$ cat src/rtl/atd_serial_tx.sv
// ATD link transmitter: loads a parallel block and shifts it out MSB-first with a generated ATD_clk.
// Define ATD_TX_PARITY_EN to append an even-parity bit after bit 0.
//
// state | meaning
// IDLE  | ready for a block, ATD_clk/ATD_data low
// LOW   | ATD_clk low, current bit driven on ATD_data
// HIGH  | ATD_clk high, ATD_data stable for the receiver
// DONE  | one-cycle end-of-frame pulse on tx_done
module atd_serial_tx #(
    parameter int DATA_WIDTH = 128,
    parameter int CLK_DIV    = 4
) (
    input  logic                  clk,
    input  logic                  rst,
    input  logic [DATA_WIDTH-1:0] tx_data,
    input  logic                  tx_load,
    output logic                  tx_ready,
    output logic                  tx_done,
    output logic                  ATD_data,
    output logic                  ATD_clk
);

    localparam int                CNT_W    = $clog2(DATA_WIDTH + 1);
    localparam logic [7:0]        DIV_TC   = 8'(CLK_DIV - 1);
    localparam logic [CNT_W-1:0]  LAST_BIT = CNT_W'(DATA_WIDTH - 1);
`ifdef ATD_TX_PARITY_EN
    localparam logic              PAR_EN   = 1'b1;
`else
    localparam logic              PAR_EN   = 1'b0;
`endif

    typedef enum logic [1:0] {IDLE, LOW, HIGH, DONE} state_t;

    state_t                state, state_nxt;
    logic [7:0]            div_cnt, div_nxt;
    logic [CNT_W-1:0]      bit_cnt, bit_nxt;
    logic [DATA_WIDTH-1:0] shift_reg, shift_nxt;
    logic                  par_q, par_q_nxt;
    logic                  par_pend, par_pend_nxt;
    logic                  atd_clk_nxt, atd_data_nxt, tx_ready_nxt, tx_done_nxt;
    logic                  div_tc;

    assign div_tc = (div_cnt == DIV_TC);

    always_ff @(posedge clk) begin
        if (rst) begin
            state     <= IDLE;
            div_cnt   <= '0;
            bit_cnt   <= '0;
            shift_reg <= '0;
            par_q     <= 1'b0;
            par_pend  <= 1'b0;
            ATD_clk   <= 1'b0;
            ATD_data  <= 1'b0;
            tx_ready  <= 1'b1;
            tx_done   <= 1'b0;
        end else begin
            state     <= state_nxt;
            div_cnt   <= div_nxt;
            bit_cnt   <= bit_nxt;
            shift_reg <= shift_nxt;
            par_q     <= par_q_nxt;
            par_pend  <= par_pend_nxt;
            ATD_clk   <= atd_clk_nxt;
            ATD_data  <= atd_data_nxt;
            tx_ready  <= tx_ready_nxt;
            tx_done   <= tx_done_nxt;
        end
    end

    always_comb begin
        state_nxt    = state;
        div_nxt      = div_cnt;
        bit_nxt      = bit_cnt;
        shift_nxt    = shift_reg;
        par_q_nxt    = par_q;
        par_pend_nxt = par_pend;
        case (state)
            IDLE: begin
                if (tx_load) begin
                    state_nxt    = LOW;
                    shift_nxt    = tx_data;
                    bit_nxt      = LAST_BIT;
                    div_nxt      = '0;
                    par_q_nxt    = ^tx_data;
                    par_pend_nxt = PAR_EN;
                end
            end
            LOW: begin
                if (div_tc) begin
                    div_nxt   = '0;
                    state_nxt = HIGH;
                end else begin
                    div_nxt = div_cnt + 8'd1;
                end
            end
            HIGH: begin
                if (div_tc) begin
                    div_nxt = '0;
                    if (bit_cnt == '0) begin
                        // the parity bit reuses bit slot 0 once more
                        if (par_pend) begin
                            par_pend_nxt = 1'b0;
                            state_nxt    = LOW;
                        end else begin
                            state_nxt = DONE;
                        end
                    end else begin
                        shift_nxt = {shift_reg[DATA_WIDTH-2:0], 1'b0};
                        bit_nxt   = bit_cnt - 1'b1;
                        state_nxt = LOW;
                    end
                end else begin
                    div_nxt = div_cnt + 8'd1;
                end
            end
            DONE:    state_nxt = IDLE;
            default: state_nxt = IDLE;
        endcase
    end

    // outputs are computed from the upcoming state so they land in registers
    always_comb begin
        atd_clk_nxt  = (state_nxt == HIGH);
        tx_ready_nxt = (state_nxt == IDLE);
        tx_done_nxt  = (state_nxt == DONE);
        atd_data_nxt = ATD_data;
        case (state_nxt)
            IDLE, DONE: atd_data_nxt = 1'b0;
            LOW: begin
                if (state != LOW) begin
                    if (state == HIGH && bit_cnt == '0)
                        atd_data_nxt = par_q;
                    else
                        atd_data_nxt = shift_nxt[DATA_WIDTH-1];
                end
            end
            default: atd_data_nxt = ATD_data;
        endcase
    end

endmodule

$ cat config.mk
export PLATFORM = sky130hd
export DESIGN_NAME = atd_serial_tx
export DESIGN_NICKNAME = d
export VERILOG_FILES = /design/src/rtl/atd_serial_tx.sv
export SDC_FILE = /design/constraint.sdc
export NUM_CORES = 1
export LEC_CHECK = 0
export CAP_MARGIN = 40
export CORE_ASPECT_RATIO = 0.6
export CORE_MARGIN = 8
export CORE_UTILIZATION = 57
export DETAILED_ROUTE_END_ITERATION = 10
export PLACE_DENSITY = 0.86
export SYNTH_ARGS = -nofsm -noshare
export SYNTH_HDL_FRONTEND = slang
export SYNTH_SLANG_ARGS = --single-unit
$ cat constraint.sdc
create_clock -name clk -period 6.55 [get_ports clk]
set_input_delay 0.655 -clock clk [delete_from_list [all_inputs] [get_ports clk]]
set_output_delay 0.655 -clock clk [all_outputs]
set_load 0.05 [all_outputs]
---- Word-level counts from Yosys, hierarchy flattened ----
Cells that the tools add are included.
word-level totals
  register bits after elaboration ......... 152
  input bits .............................. 131
  output and inout bits ................... 4
operators by class
  $add $sub $neg .......................... 2
  eq/ne operators ......................... 13
  mux-type cells .......................... 24
  reduce and logical (&&, ||, !) cells .... 15
operator list
  cell                                                                      number
  128-bit 2-to-1 mux                                                        3
  128-bit one-hot mux with 2 select lines                                   1
  128-bit XOR reduction                                                     1
  8-bit 2-to-1 mux                                                          5
  8-bit one-hot mux with 2 select lines                                     2
  2-bit 2-to-1 mux                                                          5
  2-bit inequality test (second input constant)                             5
  8-bit by 1-bit adder with 8-bit output (second input constant)            1
  2-bit == test (second input constant)                                     4
  8-bit by 2-bit == test with 1-bit output (second input constant)          1
  8-bit zero test                                                           1
  2-bit one-hot mux with 4 select lines                                     1
  4-bit AND reduction                                                       2
  8-bit by 1-bit subtractor with 8-bit output (second input constant)       1
  2-bit AND reduction                                                       3
  2-bit nonzero test                                                        3
  1-bit 2-to-1 mux                                                          5
  2-bit by 1-bit == test with 1-bit output (second input constant)          2
  2-bit zero test                                                           2
  1-bit one-hot mux with 2 select lines                                     2
  2-bit OR reduction                                                        2
  2-bit by 1-bit inequality test with 1-bit output (second input constant)  1
  1-bit logical AND                                                         1

---- Longest topological paths before layout ----
Gate-level depths: netlist (run 1).
  word-level depth ........................ 8
  depth in mapped cells ................... 11
  depth with buffers taken out ............ 11

---- Worst setup path before layout (run 1) ----
No wires, ideal clock.
  kind .................................... register -> register
  start ................................... register div_cnt[0]
  end ..................................... register ATD_data
  library setup time ...................... 71 ps
  arrival ................................. 2659 ps
  setup slack ............................. 3820 ps
  stages on the path, launching flop included .. 11
  path buffers ............................ 0
  path through ............................ dfxtp_1 ha_1 or4b_1 or4_4 o21ai_4 a21oi_1 a21oi_1 ha_1 a21oi_1 or3b_2 a21oi_1
between the ends
  word-level cells in the longest chain between the ends .. 7
RTL lines
  element                                                  RTL line  text
  from (decl)                                              35        logic [7:0] div_cnt, div_nxt;
  from (signal assigned)                                   59        div_cnt <= div_nxt;
  8-bit by 2-bit == test with 1-bit output (*)             43        assign div_tc = (div_cnt == DIV_TC);
  2-bit 2-to-1 mux (on tied branches)                      98, 90
  2-bit one-hot mux with 4 select lines                    78        case (state)
  2-bit == test / 2-bit zero test (equally long branches)  128       case (state_nxt)
  2-bit OR reduction                                       128
  2-bit nonzero test (no source line)                      n/a
  2-bit AND reduction (no source line)                     n/a
  to (signal assigned)                                     65        ATD_data <= atd_data_nxt;
  to (decl)                                                19        output logic ATD_data,
Mark *: on every way between the ends. The rest lies on a longest branch, timed or not. The select of a mux whose other input is x is not followed.
A chain may end at the register's enable or synchronous reset.

---- Worst setup path after layout (run 1) ----
  start ................................... register div_cnt[1]
  end ..................................... register bit_cnt[0]
between the ends
  word-level cells in the longest chain between the ends .. 3
RTL lines
  element                                   RTL line  text
  8-bit by 2-bit == test with 1-bit output  43
  2-bit inequality test (no source line)    n/a
  4-bit AND reduction (no source line)      n/a
  to (signal assigned)                      60        bit_cnt <= bit_nxt;
  to (decl)                                 36        logic [CNT_W-1:0] bit_cnt, bit_nxt;
Every way passes these cells.

==> summary.md, run 1 <==
| Metric | Value |
|---|---|
| Fin. max-slew vios | 0 |
| DR WL met3 | roughly 2600 um |
| I/O Pins | 135 |
| Core area | 12700 sq um |
| Critical path startpoint category | flop |
| Largest register FFs | 128 |
| Final period util | 0.552 |
| Drt initial violations | 829 |
| Most instantiated cells after synthesis | dfxtp_1 (151), nor2_1 (145), nor3_1 (128) |
| Post-DP HPWL | 14500 um |
| Placement-stage cell area | 8730 sq um |
| Top_reg_cell synth | dfxtp_1 |
| P per Cell Area | 319 nW/um^2 |
| Total GRT Usage | 0.253 |
| Distinct cells, synth | 42 |
| Status | complete, no violations |
| Deepest clock path buffer count | 2 |
| Largest area contributor in the netlist | dfxtp_1 |
| Final instance area | 9370 sq um |
| CTS Buf Count | 17 |
| Post-Syn Area | around 7400 sq um |
| Clk pin slew, worst setup/hold paths | 60 ps |
| Routed vias/inst | 6.30 |
| Buffers inserted by post-CTS timing repair | 0 |
| # hold bufs at CTS | 0 |
| Hold WS | 462 ps |
| YS warnings | 0 |
| Max Freq | 276 MHz |
| Nets | 1068 |
| Drt drc | 0 |
| CTS tree | done |
| Vias in the first global route | 6442 |
| Top Metal Used | met4 |
| CP max FO | 74 |
| Worst setup path class | flop to flop |
| Layout cells sized above 1 | 0.0563 |
| Setup TNS | 0 ps |
| Detailed Route WL | 21900 um |
| Die Width | 163 um |
| Top post-synthesis cells by area | dfxtp_1 (41%), a221oi_1 (15%), xnor2_1 (14%) |
| Row cnt | 32 |
| Fin crit period | roughly 3600 ps |
| IO Port Bufs | ~130 |
| Filler cells | a little over 900 |
| Slew @ Worst Pin | approximately 950 ps |
| Post-Syn Area per Cell | slightly below 9 sq um |
| CTS Sinks | 151 |
| Avg WL per Cell | 19.7 um |
| Top-count cell post-synth | dfxtp_1 |
| Leakage | 3.33 nW |
| Vias | between 7000 and 8000 |
| First-pass GRT wire length | between 30000 and 40000 um |
| Met2 WL post-DR | 9380 um |
| Crit. End Element | flop |
| Final Hold Viols | 0 |
| EDFF count, synth | 0 |
| Post-route antenna net violation count | 0 |
| Rel. slew slack | 0.368 |
| H-tree depth | 4 |
| Max-Cap Viols | 0 |
| N_diodes | 0 |
| Largest net degree at the start of global routing | 92 |
| Initial antenna violation count | 0 |
| Register area share after synthesis | 0.409 |
| Peak supply drop | 0.000205 V |
| Hold crit path type | flop to flop |
| Synthesized Nets | 981 |
| Drt first pass iters | 5 |
| Synth-to-layout area growth | 26.9% |
| Grt ovf | 0 |
| Non-filler cells, final | 1112 |
| Starting Density | 0.580 |
| RD Place Congestion | 0.845 |
| Final Skew | between 9 and 10 ps |
| FFs w/ async S/R, synth | 0 |
| Arr. time, crit path | 3940 ps |
| Post-cts sizing count | 0 |
| Clk_lat worst skew | 420 ps |
| FF+latch count, synth | about 150 |
| Metal-1 WL | 9460 um |
| Critical Path RT | 6870 ps |
| Final setup viols | 0 |
| Full die area | 17000 sq um |
| CTS root buf | clkbuf_16 |
| Synth top area share | 0.409 |
| Placed insts | roughly 1100 |
| Gate Count Post-Synth | 842 |
| Die Height | 104 um |
| Unrepaired setup endpoints after global routing | false |
==> area by class of cell <==
cell class | count | area [sq um] | area share
repair buffers | 142 | 1420 | 0.151
clock inverters | 13 | 193 | 0.0206
clock buffers | 19 | 453 | 0.0483
well taps | 170 | 213 | 0.0227
flip-flops and latches | 151 | 3020 | 0.323
inverters | 8 | 30.0 | 0.00320
multi-input cells | 609 | 4040 | 0.431
==> routing by layer <==
layer / track usage / up-vias
met4: 0.0887 / 0
met2: 0.350 / 421
met3: 0.0727 / 47
li1: - / 3228
met5: 0 / -
met1: 0.363 / 3307
==> final timing paths <==
path,start,to,slack [ps],cells past startpoint
worst max register to register,div_cnt[1],bit_cnt[0],2930,8
worst min-delay path,shift_reg[0],shift_reg[0],460,2
worst max-delay path,div_cnt[1],bit_cnt[0],2930,8
worst min register to register,shift_reg[0],shift_reg[0],460,2
==> cell families after synthesis <==
| logic type | synth area share |
|---|---|
| xor gates and xnor gates | 0.165 |
| DFF | 0.409 |
| buffers and inverters | 0.0469 |
| adders and majority gates | 0.0135 |
| AOI/OAI and AO/OA | 0.177 |
| and+or+nand+nor | 0.189 |
==> critical path: stages (launching register included) <==
cell      delay, ps
dfxtp_1         370
ha_1            190
or4b_1          470
or4_4           480
o21ai_4         260
o21a_4          730
buf_4           610
nor2_1          110
a311oi_1        290
==> cells in the final DEF, fill, tap and decap left out, types with 8 or more instances in the layout <==
| master | count |
|---|---|
| dfxtp_1 | 151 |
| clkbuf_16 | 17 |
| nor3_1 | 128 |
| xor2_1 | 21 |
| buf_4 | 8 |
| ha_1 | 8 |
| xnor2_1 | 118 |
| clkdlybuf4s50_1 | 133 |
| a21oi_1 | 14 |
| a221oi_1 | 125 |
| nor2_1 | 144 |
| inv_1 | 8 |
==> report_power, final <==
group | leakage (nW) | total [mW] | switching [mW] | internal [mW]
clock | 0.311 | 1.06 | 0.397 | 0.663
combinational | 1.77 | 0.835 | 0.441 | 0.395
sequential | 1.25 | 1.09 | 0.0644 | 1.03
==> through the flow <==
step           setup slack (ps)  total power [mW]  utilization
2_1_floorplan              3820              1.69            -
3_3_place_gp               3100              1.89        0.683
3_5_place_dp               3070              1.91        0.685
4_1_cts                    2970              2.98        0.736
5_1_grt                    2690              3.11        0.736
6_report                   2930              2.99        0.736
Power figures use the tool's default switching activity.
==> run 2: changes to the inputs <==
- CORE_UTILIZATION: 57 -> 53
- PLACE_DENSITY: 0.86 -> 0.81
- clock period: 6.55 -> 3.4 ns (I/O delays scaled with it)
==> summary.md, run 2 (synthesized netlist as in run 1, its figures left out) <==
| Metric | Value |
|---|---|
| Status | complete, no violations |
| Starting Density | 0.542 (-0.0380) |
| Nets | 1074 (+0.56%) |
| CTS Sinks | 151 (unchanged) |
| Die Width | 168 um (+3.3%) |
| CTS Buf Count | 17 (unchanged) |
| Critical path startpoint category | flop |
| Drt initial violations | 935 (+13%) |
| Final instance area | 9410 sq um (+0.40%) |
| First-pass GRT wire length | 35300 um (+2.2%) |
| Post-DP HPWL | 15200 um (+4.8%) |
| Largest net degree at the start of global routing | 82 (-11%) |
| Fin. max-slew vios | 0 (unchanged) |
| Most common cell after layout, fill and taps aside | dfxtp_1 |
| Largest register FFs | 128 (unchanged) |
| Grt ovf | 0 (unchanged) |
| Max Freq | 331 MHz (+20%) |
| CTS tree | done |
| Arr. time, crit path | 3360 ps (-580 ps) |
| Routed vias/inst | 6.17 (-2.0%) |
| Crit. End Element | flop |
| Clk_lat worst skew | 420 ps (about the same) |
| Rel. slew slack | 0.525 (+0.158) |
| Clk pin slew, worst setup/hold paths | 70 ps (about the same) |
| P per Cell Area | 603 nW/um^2 (+89%) |
| Setup TNS | 0 ps (unchanged) |
| Core area | 13600 sq um (+7.0%) |
| Placement-stage cell area | 8800 sq um (+0.79%) |
| CTS root buf | clkbuf_16 |
| Max-Cap Viols | 0 (unchanged) |
| Final setup viols | 0 (unchanged) |
| I/O Pins | 135 (unchanged) |
| Layout cells sized above 1 | 0.0622 (+0.00597) |
| Avg WL per Cell | 19.7 um (about the same) |
| Deepest clock path buffer count | 2 (unchanged) |
| Peak supply drop | 0.000397 V (+94%) |
| N_diodes | 0 (unchanged) |
| Leakage | 3.34 nW (+0.54%) |
| Worst slack, placed | 424 ps (-2640 ps) |
| Drt first pass iters | 5 (unchanged) |
| Drt drc | 0 (unchanged) |
| Commonest non-fill, non-tap cells in the layout | dfxtp_1 (151), nor2_1 (144), clkdlybuf4s50_1 (133) |
| Non-filler cells, final | 1123 (+0.99%) |
| IO Port Bufs | 134 (unchanged) |
| Vias in the first global route | 6548 (+1.6%) |
| Worst setup path class | flop to flop |
| H-tree depth | 4 (unchanged) |
| Synth-to-layout area growth | 27.4% |
| Slew @ Worst Pin | 712 ps (-236 ps) |
| RD Place Congestion | 0.853 (+0.95%) |
| Fin crit period | 3020 ps (-598 ps) |
| Full die area | 18100 sq um (+6.6%) |
| Row cnt | 33 (+3.1%) |
| Unrepaired setup endpoints after global routing | false |
| Final Skew | 9.59 ps (+0.171 ps) |
| Vias | 6933 (-1.0%) |
| Final period util | 0.888 (+0.336) |
| Initial antenna violation count | 0 (unchanged) |
| # hold bufs at CTS | 0 (unchanged) |
| CP max FO | 5 (-93%) |
| Post-cts sizing count | 0 (unchanged) |
| Critical Path RT | 3740 ps (-3130 ps) |
| Post-route antenna net violation count | 0 (unchanged) |
| Final WS setup | 381 ps (-2550 ps) |
| Total GRT Usage | 0.242 (-0.0106) |
| Placed insts | 1091 (+1.0%) |
| Die Height | 107 um (+3.1%) |
| Final Hold Viols | 0 (unchanged) |
| Hold crit path type | input port to flop |
| Detailed Route WL | 22100 um (+0.89%) |
| Buffers inserted by post-CTS timing repair | 0 (unchanged) |
## run 2: changes by cell type in the layout (fill, tap and decap cells not counted), sizes merged
cell,delta
buf,+6
bufinv,-1
clkbuf,-2
inv,+3
## run 2: worst max-delay path, cell delays in order (launching register included)
cell     delay (ps)
dfxtp_1         370
ha_1            190
or4b_1          450
or4_4           470
o21ai_4         280
a21oi_1         110
a21oi_1         280
ha_1            170
a21oi_1          30
or3b_2          450
a21oi_1         150
## run 2: worst paths after layout
| path | start | endpoint | slack [ps] | depth (start not counted) |
|---|---|---|---|---|
| hold / removal | rst | shift_reg[125] | 400 | 2 |
| setup / recovery | div_cnt[0] | ATD_data | 380 | 10 |
| setup reg to reg | div_cnt[0] | ATD_data | 380 | 10 |
| hold reg to reg | shift_reg[0] | shift_reg[0] | 480 | 2 |
## run 2: power by group
| group | total (mW) | switching, mW | internal (mW) |
|---|---|---|---|
| registers | 2.10 | 0.122 | 1.97 |
| clock network | 1.97 | 0.799 | 1.17 |
| logic | 1.61 | 0.841 | 0.768 |
## run 2: cell type report
cell class                      count  area, sq um
Sequential cell                   151         3020
Multi-Input combinational cell    609         4040
Clock buffer                       17          425
Fill cell                        1048         4220
Clock inverter                     15          189
Tap cell                          175          219
Inverter                            8         30.0
Timing Repair Buffer              148         1480
## run 2: metal layers
layer  routed length [um]  track usage  part of all wire  vias to the layer above
met5                    0            0                 0                        -
met4                  218       0.0596            0.0098                        0
met3                 2140       0.0582             0.097                       25
met2                 9390        0.346              0.42                      369
met1                10400        0.356              0.47                     3298
li1                     -            -                 -                     3241
## run 2: stage by stage
stage          utilization  hold WS, ps  total power, mW
2_1_floorplan            -          432             3.25
4_1_cts              0.691          400             5.68
6_report             0.691          405             5.68
5_1_grt              0.691          441             5.95
3_3_place_gp         0.646          443             3.67
3_5_place_dp         0.646          459             3.70
==> run 3: changes to the inputs <==
- CORE_MARGIN: 8 -> 5
==> summary.md, run 3 (synthesized netlist as in run 1, its figures left out) <==
| Metric | Value |
|---|---|
| IO Port Bufs | 134 (unchanged) |
| P per Cell Area | 600 nW/um^2 (-0.50%) |
| Post-cts sizing count | 0 (unchanged) |
| Buffers inserted by post-CTS timing repair | 0 (unchanged) |
| Crit. End Element | flop |
| Slew @ Worst Pin | 725 ps (+12.8 ps) |
| Row cnt | 33 (unchanged) |
| Fin. max-slew vios | 0 (unchanged) |
| Filler cells | 1073 (+2.4%) |
| First-pass GRT wire length | 33100 um (-6.1%) |
| Peak supply drop | 0.000425 V (+7.0%) |
| Synth-to-layout area growth | 28.2% |
| Status | complete, no violations |
| Vias | 6889 (-0.63%) |
| H-tree depth | 4 (unchanged) |
| Nets | 1073 (-0.093%) |
| CP max FO | 4 (-1) |
| Rel. slew slack | 0.515 (-0.0104) |
| Layout cells sized above 1 | 0.0612 (-0.000990) |
| Post-route antenna net violation count | 0 (unchanged) |
| CTS Sinks | 151 (unchanged) |
| CTS tree | done |
| Die Width | 162 um (-3.6%) |
| I/O Pins | 135 (unchanged) |
| Clk pin slew, worst setup/hold paths | 60 ps (about the same) |
| Max-Cap Viols | 0 (unchanged) |
| Starting Density | 0.541 (-0.00164) |
| Clk_lat worst skew | 420 ps (about the same) |
| Unrepaired setup endpoints after global routing | false |
| Flop2flop setup slack | 360 ps (-20 ps) |
| CTS Buf Count | 17 (unchanged) |
| R2R Path Start | div_cnt[0] |
| Die Height | 101 um (-5.6%) |
| Grt ovf | 0 (unchanged) |
| CTS root buf | clkbuf_16 |
| RD Place Congestion | 0.860 (+0.79%) |
| Most common cell after layout, fill and taps aside | dfxtp_1 |
| WHS Endpoint | div_cnt[1] |
| Worst slack, placed | 415 ps (-8.57 ps) |
| Total GRT Usage | 0.254 (+0.0122) |
| Hold Path Depth | 2 (unchanged) |
| Final Hold Viols | 0 (unchanged) |
| Final Skew | 12.1 ps (+2.56 ps) |
| Final WS setup | 357 ps (-24.1 ps) |
| Final Power | 5.69 mW (+0.18%) |
| Commonest non-fill, non-tap cells in the layout | dfxtp_1 (151), nor2_1 (144), clkdlybuf4s50_1 (133) |
| CP startpoint | div_cnt[0] |
| Leakage | 3.35 nW (+0.13%) |
| Drt initial violations | 647 (-31%) |
| Final period util | 0.895 (+0.00710) |
| Post-DP HPWL | 14600 um (-3.9%) |
| Critical Path RT | 3740 ps (about the same) |
| Deepest clock path buffer count | 2 (unchanged) |
| Worst setup path class | flop to flop |
| Critical path startpoint category | flop |
| Worst R2R Path Depth | 10 (unchanged) |
| Vias in the first global route | 6273 (-4.2%) |
| N_diodes | 0 (unchanged) |
| Largest register FFs | 128 (unchanged) |
| Avg WL per Cell | 18.8 um (-4.6%) |
| Full die area | 16500 sq um (-8.9%) |
| Routed vias/inst | 6.05 (-2.0%) |
| # hold bufs at CTS | 0 (unchanged) |
| Fin crit period | 3040 ps (+24.1 ps) |
| Setup TNS | 0 ps (unchanged) |
| Drt first pass iters | 5 (unchanged) |
| Core area | 13700 sq um (+0.30%) |
| Final setup viols | 0 (unchanged) |
| Crit Reg-Reg Endpoint | ATD_data |
| Hold crit path type | input port to flop |
| Max Freq | 329 MHz (-0.79%) |
| Initial antenna violation count | 0 (unchanged) |
| Detailed Route WL | 21400 um (-3.3%) |
| Drt drc | 0 (unchanged) |
| HP Start | rst |
| Arr. time, crit path | 3390 ps (+30 ps) |
| Largest net degree at the start of global routing | 129 (+57%) |
==> run 3: changes by cell type in the layout (fill, tap and decap cells not counted), sizes merged <==
cell / change
clkinvlp: +2
buf: -1
clkinv: -3
inv: +1
==> run 3: how the worst max path moves through the flow <==
stage | to | cells past startpoint | slack, ps
after floorplan | ATD_data | 10 | 670
after global placement | ATD_data | 10 | 530
after detailed placement | ATD_data | 10 | 420
after CTS | ATD_data | 10 | 400
after global routing | ATD_data | 10 | 170
final | ATD_data | 10 | 360
==> run 3: cell type report <==
cell class                      instances  area (sq um)  area share
Multi-Input combinational cell        609          4040       0.427
Sequential cell                       151          3020       0.319
Timing Repair Buffer                  147          1520       0.161
Clock buffer                           17           425      0.0449
Tap cell                              192           240      0.0254
Clock inverter                         15           189      0.0199
Inverter                                8          30.0     0.00317
==> run 3: critical path, cell delays in order (launching register included) <==
cell and delay, ps:
dfxtp_1 360, ha_1 200, or4b_1 480, nor4_1 500, o21ai_0 260, a21oi_1 170, a21oi_1 100, ha_1 300
a21oi_1 30, or3b_2 440, a21oi_1 140
==> run 3: stage by stage <==
stage,instances,instance area (sq um),utilization,hold slack (ps)
floorplan,842,7390,-,432
global placement,1107,8860,0.648,439
detailed placement,1107,8860,0.648,449
CTS,1139,9470,0.693,386
global route,1139,9470,0.693,412
finish,1139,9470,0.693,399
==> run 3: where the power goes <==
part           leakage (nW)  internal, mW  switching, mW
Sequential             1.25          1.97          0.121
Combinational          1.81         0.771          0.848
Clock                 0.290          1.17          0.798
==> run 3: routing by layer <==
metal / global-route usage / wire, um / vias up
met5: 0 / 0 / -
met4: 0.0650 / 259 / 0
met3: 0.0618 / 2290 / 21
met1: 0.381 / 10000 / 3262
li1: - / - / 3244
met2: 0.367 / 8850 / 362
